===== src/rtl/proc_pkg.sv =====
// Shared encodings for the 4-bit processor: opcodes, ALU operations,
// sequencer states and the decoded control bundle.
package proc_pkg;

    localparam logic [3:0] OP_NOP = 4'h0;
    localparam logic [3:0] OP_LDI = 4'h1;
    localparam logic [3:0] OP_ADD = 4'h2;
    localparam logic [3:0] OP_SUB = 4'h3;
    localparam logic [3:0] OP_AND = 4'h4;
    localparam logic [3:0] OP_OR  = 4'h5;
    localparam logic [3:0] OP_XOR = 4'h6;
    localparam logic [3:0] OP_OUT = 4'h7;
    localparam logic [3:0] OP_JMP = 4'h8;
    localparam logic [3:0] OP_JZ  = 4'h9;
    localparam logic [3:0] OP_JC  = 4'hA;
    localparam logic [3:0] OP_HLT = 4'hF;

    localparam logic [2:0] ALU_PASS = 3'd0;
    localparam logic [2:0] ALU_ADD  = 3'd1;
    localparam logic [2:0] ALU_SUB  = 3'd2;
    localparam logic [2:0] ALU_AND  = 3'd3;
    localparam logic [2:0] ALU_OR   = 3'd4;
    localparam logic [2:0] ALU_XOR  = 3'd5;

    typedef enum logic [2:0] {
        ST_IDLE    = 3'd0,
        ST_FETCH   = 3'd1,
        ST_DECODE  = 3'd2,
        ST_EXECUTE = 3'd3,
        ST_HALT    = 3'd4
    } state_t;

    // Decoded control for one instruction, before EXECUTE gating
    typedef struct packed {
        logic       acc_load;
        logic [2:0] alu_op;
        logic       out_load;
        logic       jump_taken;
        logic       is_halt;
        logic       illegal;
    } ctrl_t;

endpackage


===== src/rtl/instr_decoder.sv =====
// Combinational opcode decoder: opcode plus ALU flags to control bundle.
module instr_decoder
    import proc_pkg::*;
#(
    parameter int OPC_WIDTH = 4
) (
    input  logic [OPC_WIDTH-1:0] opcode,
    input  logic                 zero_flag,
    input  logic                 carry_flag,
    output ctrl_t                ctrl
);

    // Map each opcode to its action; undefined opcodes behave as NOP but flag illegal
    always_comb begin
        ctrl = '0;
        case (opcode)
            OPC_WIDTH'(OP_NOP): ;
            OPC_WIDTH'(OP_LDI): begin ctrl.acc_load = 1'b1; ctrl.alu_op = ALU_PASS; end
            OPC_WIDTH'(OP_ADD): begin ctrl.acc_load = 1'b1; ctrl.alu_op = ALU_ADD;  end
            OPC_WIDTH'(OP_SUB): begin ctrl.acc_load = 1'b1; ctrl.alu_op = ALU_SUB;  end
            OPC_WIDTH'(OP_AND): begin ctrl.acc_load = 1'b1; ctrl.alu_op = ALU_AND;  end
            OPC_WIDTH'(OP_OR):  begin ctrl.acc_load = 1'b1; ctrl.alu_op = ALU_OR;   end
            OPC_WIDTH'(OP_XOR): begin ctrl.acc_load = 1'b1; ctrl.alu_op = ALU_XOR;  end
            OPC_WIDTH'(OP_OUT): ctrl.out_load   = 1'b1;
            OPC_WIDTH'(OP_JMP): ctrl.jump_taken = 1'b1;
            OPC_WIDTH'(OP_JZ):  ctrl.jump_taken = zero_flag;
            OPC_WIDTH'(OP_JC):  ctrl.jump_taken = carry_flag;
            OPC_WIDTH'(OP_HLT): ctrl.is_halt    = 1'b1;
            default:            ctrl.illegal    = 1'b1;
        endcase
    end

endmodule


===== src/rtl/instruction_sequencer.sv =====
// Fetch/decode/execute sequencer: owns the state register and the IR, and
// gates the decoded control onto one-cycle strobes during EXECUTE.
module instruction_sequencer
    import proc_pkg::*;
#(
    parameter  int WIDTH     = 4,
    parameter  int OPC_WIDTH = 4,
    localparam int INSTR_W   = OPC_WIDTH + WIDTH
) (
    input  logic               clk,
    input  logic               reset,
    input  logic               run,
    input  logic [INSTR_W-1:0] instr_in,
    input  logic               zero_flag,
    input  logic               carry_flag,
    output logic               pc_enable,
    output logic               pc_load,
    output logic [WIDTH-1:0]   pc_in,
    output logic [INSTR_W-1:0] ir_out,
    output logic [WIDTH-1:0]   imm_out,
    output logic               acc_load,
    output logic [2:0]         alu_op,
    output logic               out_load,
    output logic               illegal,
    output logic               halted,
    output logic [2:0]         state_out
);

    state_t             state_q, state_d;
    logic [INSTR_W-1:0] ir_q, ir_d;
    ctrl_t              ctrl;
    logic               exec_active;

    instr_decoder #(
        .OPC_WIDTH (OPC_WIDTH)
    ) u_decoder (
        .opcode     (ir_q[INSTR_W-1 -: OPC_WIDTH]),
        .zero_flag  (zero_flag),
        .carry_flag (carry_flag),
        .ctrl       (ctrl)
    );

    // State and instruction registers
    always_ff @(posedge clk) begin
        if (reset) begin
            state_q <= ST_IDLE;
            ir_q    <= '0;
        end else begin
            state_q <= state_d;
            ir_q    <= ir_d;
        end
    end

    // Next state: FETCH/DECODE ignore run so a started instruction always completes
    always_comb begin
        state_d = state_q;
        case (state_q)
            ST_IDLE:    if (run) state_d = ST_FETCH;
            ST_FETCH:   state_d = ST_DECODE;
            ST_DECODE:  state_d = ST_EXECUTE;
            ST_EXECUTE: begin
                if (ctrl.is_halt) state_d = ST_HALT;
                else if (run)     state_d = ST_FETCH;
                else              state_d = ST_IDLE;
            end
            ST_HALT:    state_d = ST_HALT;
            default:    state_d = ST_IDLE;
        endcase
    end

    // IR captures memory data only during FETCH
    always_comb begin
        ir_d = ir_q;
        if (state_q == ST_FETCH) ir_d = instr_in;
    end

    // Strobes exist only in EXECUTE; reset masks them in its own cycle
    always_comb begin
        exec_active = (state_q == ST_EXECUTE) && !reset;
        pc_enable   = 1'b0;
        pc_load     = 1'b0;
        pc_in       = '0;
        acc_load    = 1'b0;
        alu_op      = ALU_PASS;
        out_load    = 1'b0;
        illegal     = 1'b0;
        halted      = (state_q == ST_HALT) && !reset;
        if (exec_active) begin
            acc_load  = ctrl.acc_load;
            alu_op    = ctrl.alu_op;
            out_load  = ctrl.out_load;
            illegal   = ctrl.illegal;
            pc_load   = ctrl.jump_taken;
            pc_in     = ctrl.jump_taken ? ir_q[WIDTH-1:0] : '0;
            pc_enable = !ctrl.jump_taken && !ctrl.is_halt;
        end
    end

    assign ir_out    = ir_q;
    assign imm_out   = ir_q[WIDTH-1:0];
    assign state_out = state_q;

endmodule


===== config.mk =====
export PLATFORM = sky130hd
export DESIGN_NAME = instruction_sequencer
export DESIGN_NICKNAME = d
export VERILOG_FILES = /design/src/rtl/proc_pkg.sv /design/src/rtl/instr_decoder.sv /design/src/rtl/instruction_sequencer.sv
export SDC_FILE = /design/constraint.sdc
export NUM_CORES = 1
export LEC_CHECK = 0
export ABC_CLOCK_PERIOD_IN_PS = 1440
export CORE_MARGIN = 4
export CORE_UTILIZATION = 36
export DETAILED_ROUTE_END_ITERATION = 6
export PLACE_DENSITY = 0.79
export SYNTH_ARGS = -nofsm -noshare
export SYNTH_HDL_FRONTEND = slang
export SYNTH_SLANG_ARGS = --single-unit

===== constraint.sdc =====
create_clock -name clk -period 1.44 [get_ports clk]
set_input_delay 0.216 -clock clk [delete_from_list [all_inputs] [get_ports clk]]
set_output_delay 0.216 -clock clk [all_outputs]
set_load 0.02 [all_outputs]

### Word-level counts from Yosys, hierarchy flattened

Index checks and enable logic that the tools add are counted.

| word-level totals | value |
|---|---|
| register bits after elaboration | 11 |
| input bits | 13 |
| output and inout port bits | 28 |
| word-level logic and storage cells | 44 |

| operators by class | value |
|---|---|
| eq/ne operators | 16 |
| multiplexer cells | 17 |
| reduce and logical (&&, ||, !) cells | 9 |

Operator list:

| cell | number |
|---|---|
| $pmux W4 S6 | 1 |
| $eq A4 B3 Y1 const B | 4 |
| $eq A4 B4 Y1 const B | 4 |
| $pmux W3 S5 | 1 |
| $reduce_or A12 Y1 | 1 |
| $mux W1 | 9 |
| $mux W3 | 3 |
| $eq A4 B2 Y1 const B | 2 |
| $mux W4 | 2 |
| $eq A3 B2 Y1 const B | 2 |
| $eq A4 B1 Y1 const B | 1 |
| $logic_not A4 Y1 | 1 |
| $eq A3 B1 Y1 const B | 1 |
| $eq A3 B3 Y1 const B | 1 |
| $logic_and A1 B1 Y1 | 3 |
| $logic_not A1 Y1 | 3 |
| $logic_not A3 Y1 | 1 |
| $pmux W1 S3 | 1 |
| $ne A2 B2 Y1 const B | 1 |

### Logic depth before layout (Yosys ltp)

| logic depth | value |
|---|---|
| depth in word-level cells | 5 |
| mapped depth | 5 |
| gate-level depth less buffers | 3 |

### Modules after synthesis

A second synthesis with hierarchy kept.

| unflattened totals | value |
|---|---|
| cell total of the unflattened synthesis | 91 |
| area total of the unflattened synthesis | 795.8 um2 |

By module, submodules not included:

| module | instances | cells an instance | area each (um2) | sequential area each (um2) |
|---|---|---|---|---|
| instruction_sequencer | 1 | 67 | 641.9 | 220.2 |
| instr_decoder | 1 | 24 | 153.9 | 0.0 |

### Worst setup path before layout

Ideal clock, no wire load.

| path | value |
|---|---|
| path kind | reg2out |
| from | register state_q[1], in the netlist state_out[1] |
| to | output acc_load |
| arrival | 1488 ps |
| path slack | -264 ps |
| cell stages (with the launch flop) | 5 |
| path buffers | 1 |
| cell sequence | dfxtp_1 > buf_4 > and4bb_4 > nand2b_4 > a211oi_1 |

| between the ends | value |
|---|---|
| word-level cells in the longest chain between the ends | 3 |

RTL lines:

| item | line | RTL |
|---|---|---|
| from (decl) | instruction_sequencer.sv:29 | `state_t state_q, state_d;` |
| from (signal assigned) | instruction_sequencer.sv:49 | `state_q <= state_d;` |
| $eq A3 B2 Y1 | instruction_sequencer.sv:79 | `exec_active = (state_q == ST_EXECUTE) && !reset;` |
| $logic_and A1 B1 Y1 | instruction_sequencer.sv:79 |  |
| $mux W1 | instruction_sequencer.sv:88 | `if (exec_active) begin` |
| to (decl) | instruction_sequencer.sv:21 | `output logic acc_load,` |

Every way passes these cells.

### Worst setup path after layout

| path | value |
|---|---|
| from | register state_q[2], in the netlist state_out[2] |
| to | output pc_in[2] |

| between the ends | value |
|---|---|
| word-level cells in the longest chain between the ends | 3 |

RTL lines:

| item | line | RTL |
|---|---|---|
| $eq A3 B2 Y1 | instruction_sequencer.sv:79 |  |
| $logic_and A1 B1 Y1 | instruction_sequencer.sv:79 |  |
| $mux W4 | instruction_sequencer.sv:88 |  |
| to (decl) | instruction_sequencer.sv:18 | `output logic [WIDTH-1:0] pc_in,` |

Every way passes these cells.

==> impl_results.html <==
<table>
<tr><th>Metric</th><th>Value</th></tr>
<tr><th colspan="2">Routing</th></tr>
<tr><td>Via count</td><td>806</td></tr>
<tr><td>Ratio of routed vias to standard cells</td><td>slightly below 5</td></tr>
<tr><td>Detail-routed net length per standard cell</td><td>14.4 µm</td></tr>
<tr><td>Wire length reported by the detailed router</td><td>2.41 mm</td></tr>
<tr><td>First drt pass iteration count</td><td>4</td></tr>
<tr><td>Remaining routing DRC violations</td><td>0</td></tr>
<tr><td>Detailed Route Iter0 Violations</td><td>15</td></tr>
<tr><td>DRT antenna net count</td><td>0</td></tr>
<tr><th colspan="2">Layout</th></tr>
<tr><td>Share of final-layout standard cells stronger than drive strength 1</td><td>between 50% and 60%</td></tr>
<tr><td>Nets@finish</td><td>156</td></tr>
<tr><td>Area added between synthesis and finish</td><td>107%</td></tr>
<tr><td>Number of filler instances in the final layout</td><td>127</td></tr>
<tr><td>Count of inserted antenna diode cells</td><td>0</td></tr>
<tr><td>Core occupancy in the finished layout</td><td>about four fifths</td></tr>
<tr><td>Final cell count without fillers</td><td>167</td></tr>
<tr><th colspan="2">Critical path</th></tr>
<tr><td>Critical Path AT</td><td>1.39 ns</td></tr>
<tr><td>Required time at the endpoint of the critical path</td><td>around 1.2 ns</td></tr>
<tr><td>Critical-path maximum fanout</td><td>6</td></tr>
<tr><td>Worst reg-to-reg path cell count</td><td>6</td></tr>
<tr><td>Type of the worst setup path</td><td>reg2out</td></tr>
<tr><td>Worst flop-to-flop path startpoint</td><td>state_out[2]</td></tr>
<tr><td>Sort of element at the start of the critical path</td><td>flip-flop</td></tr>
<tr><td>Kind of end point of the critical path</td><td>output pin</td></tr>
<tr><td>Crit path from</td><td>state_out[2]</td></tr>
<tr><th colspan="2">CTS</th></tr>
<tr><td>Hold buffer count at CTS</td><td>0</td></tr>
<tr><td>Num CTS Buffers</td><td>3</td></tr>
<tr><td>Clock transition time at the flip-flop clock pins of the worst setup and hold paths</td><td>roughly 0.070 ns</td></tr>
<tr><td>Root Driver</td><td>clkbuf_4</td></tr>
<tr><td>Clock latency reported for the late side of the worst-skew pair</td><td>0.27 ns</td></tr>
<tr><td>Sinks on the clock net</td><td>11</td></tr>
<tr><td>Number of H-tree branching levels</td><td>1</td></tr>
<tr><td>Buffer depth of the longest clock path</td><td>2</td></tr>
<tr><td>TritonCTS clock tree</td><td>built</td></tr>
<tr><th colspan="2">Synth</th></tr>
<tr><td>Number of standard cells after synthesis</td><td>80</td></tr>
<tr><td>Sequential-to-total area share from yosys stat</td><td>about a third</td></tr>
<tr><td>Number of warnings issued by yosys</td><td>0</td></tr>
<tr><td>Post-synth top area cell</td><td>dfxtp_1</td></tr>
<tr><td>Post-Synthesis Net Count</td><td>slightly above 90</td></tr>
<tr><td>Share of the synthesized area in the top cell type</td><td>32.9%</td></tr>
<tr><td>Avg Inst Size Synth</td><td>8.37 µm²</td></tr>
<tr><td>Cell area after technology mapping</td><td>approximately 670 µm²</td></tr>
<tr><td>Cells taking the most area after synthesis</td><td>dfxtp_1, mux2i_1, buf_4</td></tr>
<tr><td>Number of synthesized register bits</td><td>11</td></tr>
<tr><td>Number of library cell types mapped by synthesis</td><td>27</td></tr>
<tr><th colspan="2">Power</th></tr>
<tr><td>Total power consumption of the routed design</td><td>around 0.00097 W</td></tr>
<tr><td>Static Leakage</td><td>between 0.6 and 0.7 nW</td></tr>
<tr><td>Worst ir drop on vdd</td><td>approximately 0.5 mV</td></tr>
<tr><td>Pwr per Cell Area</td><td>between 700 and 800 mW/mm²</td></tr>
<tr><th colspan="2">Min path</th></tr>
<tr><td>Number of instances on the worst hold path</td><td>3</td></tr>
<tr><td>Hold path start</td><td>reset</td></tr>
<tr><td>Worst hold path type</td><td>in2reg</td></tr>
<tr><th colspan="2">Timing</th></tr>
<tr><td>Maximum clock skew at final layout</td><td>between 0.001 and 0.0015 ns</td></tr>
<tr><td>Post-route minimum period</td><td>around 1.6 ns</td></tr>
<tr><td>Number of pins exceeding their max-slew limit in the final report</td><td>0</td></tr>
<tr><td>Maximum clock frequency</td><td>around 620 MHz</td></tr>
<tr><td>Final critical-path setup slack</td><td>-0.170 ns</td></tr>
<tr><td>Tightest Pin Transition</td><td>0.269 ns</td></tr>
<tr><td>Final setup violation count</td><td>12</td></tr>
<tr><td>Setup repair after global routing missed its margin</td><td>true</td></tr>
<tr><td>Final hold violation count</td><td>0</td></tr>
<tr><td>Total Neg Setup Slack</td><td>-1.49 ns</td></tr>
<tr><td>Worst slew slack as a fraction of its limit</td><td>between 80 and 90%</td></tr>
<tr><td>Tcrit/Tclk final</td><td>112%</td></tr>
<tr><th colspan="2">GRT</th></tr>
<tr><td>Antenna violations before repair</td><td>0</td></tr>
<tr><td>All-layer global routing usage</td><td>roughly 20%</td></tr>
<tr><td>Grt ovf</td><td>0</td></tr>
<tr><td>Vias in the first global route</td><td>between 800 and 900</td></tr>
<tr><td>Global-route wire length before repair</td><td>3.87 mm</td></tr>
<tr><td>Maximum number of pins on one net before global-route repair</td><td>14</td></tr>
<tr><th colspan="2">Die</th></tr>
<tr><td>Area enclosed by the die boundary</td><td>around 0.0026 mm²</td></tr>
<tr><td>Total I/O pin count</td><td>just over 40</td></tr>
<tr><td>Die Y</td><td>about 51 µm</td></tr>
<tr><td>Die W</td><td>51.1 µm</td></tr>
<tr><td>CORE AREA</td><td>around 0.0017 mm²</td></tr>
<tr><td>Initial core utilization</td><td>38.4%</td></tr>
<tr><td>Number of placement rows</td><td>15</td></tr>
<tr><th colspan="2">Run status</th></tr>
<tr><td>Result of the run</td><td>finished with violations</td></tr>
<tr><td>Failing checks</td><td>setup timing</td></tr>
<tr><th colspan="2">Placed design</th></tr>
<tr><td>DPL Wire Length</td><td>around 1.8 mm</td></tr>
<tr><td>Routability congestion estimate from global placement</td><td>between 0.7 and 0.8</td></tr>
<tr><td>Placed Instances</td><td>160</td></tr>
<tr><td># port buffers</td><td>40</td></tr>
<tr><th colspan="2">Flow run</th></tr>
<tr><td>Max-cap violations</td><td>0</td></tr>
</table>
[sequential cells by signal (all words and copies together), names as in the netlist]
name	count
ir_out	8
state_out	3
[path summary, 6_finish.rpt]
check                           slack, ns            to
worst min-delay path                 0.48  state_out[2]
worst max-delay path                -0.17      pc_in[2]
worst max register to register       0.04  state_out[2]
worst min register to register       0.51     ir_out[6]
[final cells by class]
class	count	area, µm²	share of cell area, %
clock buffer	4	26.3	1.90
multi-input combinational	58	495	35.7
timing repair buffer	67	592	42.7
inverter	2	7.51	0.542
tap	25	31.3	2.26
sequential	11	234	16.9
[worst max-delay path, cell delays in order, from the launching register on]
cell	delay, ns
dfxtp_2	0.32
and4bb_4	0.33
buf_6	0.13
nand2_1	0.07
nor3_2	0.11
buf_4	0.16
[power breakdown]
| group | internal [W] | switching, W | total (W) | leakage, nW |
|---|---|---|---|---|
| Sequential | 0.000334 | 0.0000281 | 0.000362 | 0.0934 |
| Combinational | 0.000202 | 0.000200 | 0.000402 | 0.513 |
| Clock | 0.000107 | 0.000103 | 0.000211 | 0.0150 |
| Total | 0.000643 | 0.000332 | 0.000974 | 0.622 |
[synth_stat cells, drive strengths merged]
cell,instances
dfxtp,11
nor2,11
buf,9
mux2i,8
nor3,8
nand2,7
a21oi,3
xnor2,3
a211oi,2
and3,2
inv,2
nand2b,2
nand3,2
and4bb,1
nand3b,1
nand4,1
nor2b,1
nor3b,1
nor4,1
o211a,1
o21bai,1
or2,1
or3,1
[layer usage]
| metal | vias up | share of wire [%] | GRT usage, % | wire [µm] |
|---|---|---|---|---|
| met5 | - | 0 | 0 | 0 |
| met4 | 0 | 0 | 7.17 | 0 |
| met3 | 0 | 7.4 | 7.00 | 179 |
| met2 | 32 | 52 | 38.2 | 1260 |
| met1 | 376 | 40 | 19.9 | 967 |
| li1 | 398 | - | - | - |
[cell usage in the layout, fill, tap and decap left out, types with 4 or more instances in the layout]
cell / netlist / final
nand2_1: 7 / 6
dlygate4sd2_1: 0 / 16
buf_4: 6 / 29
mux2i_1: 8 / 8
dfxtp_1: 11 / 4
clkdlybuf4s50_1: 0 / 11
nor2_1: 11 / 9
buf_6: 1 / 11
dfxtp_2: 0 / 5
nor3_2: 0 / 4
[through the flow]
step | hold slack, ns | instance area (µm²) | worst slack [ns]
finish | 0.483 | 1390 | -0.170
global route | 0.500 | 1390 | -0.243
CTS | 0.441 | 1360 | -0.221
detailed placement | 0.490 | 1320 | -0.754
global placement | 0.477 | 1320 | -0.721
floorplan | 0.281 | 779 | -0.0153
[cells by family after synthesis]
| family | after synthesis | synth area share (%) |
|---|---|---|
| buffers and inverters | 11 | 11.0 |
| muxes | 8 | 12.0 |
| AOI/OAI and AO/OA | 7 | 7.66 |
| and+or+nand+nor | 40 | 32.5 |
| DFF | 11 | 32.9 |
| xor gates and xnor gates | 3 | 3.93 |
[what timing repair did]
| action | 4_1_cts | 5_1_grt |
|---|---|---|
| resized for setup | 96 | 9 |
| setup endpoints to repair | 28 | 13 |
| pin swaps | 8 | 4 |
| endpoints found under the hold margin | 0 | 0 |
| setup buffers | 2 | 1 |
(Power assumes the default switching activity.)
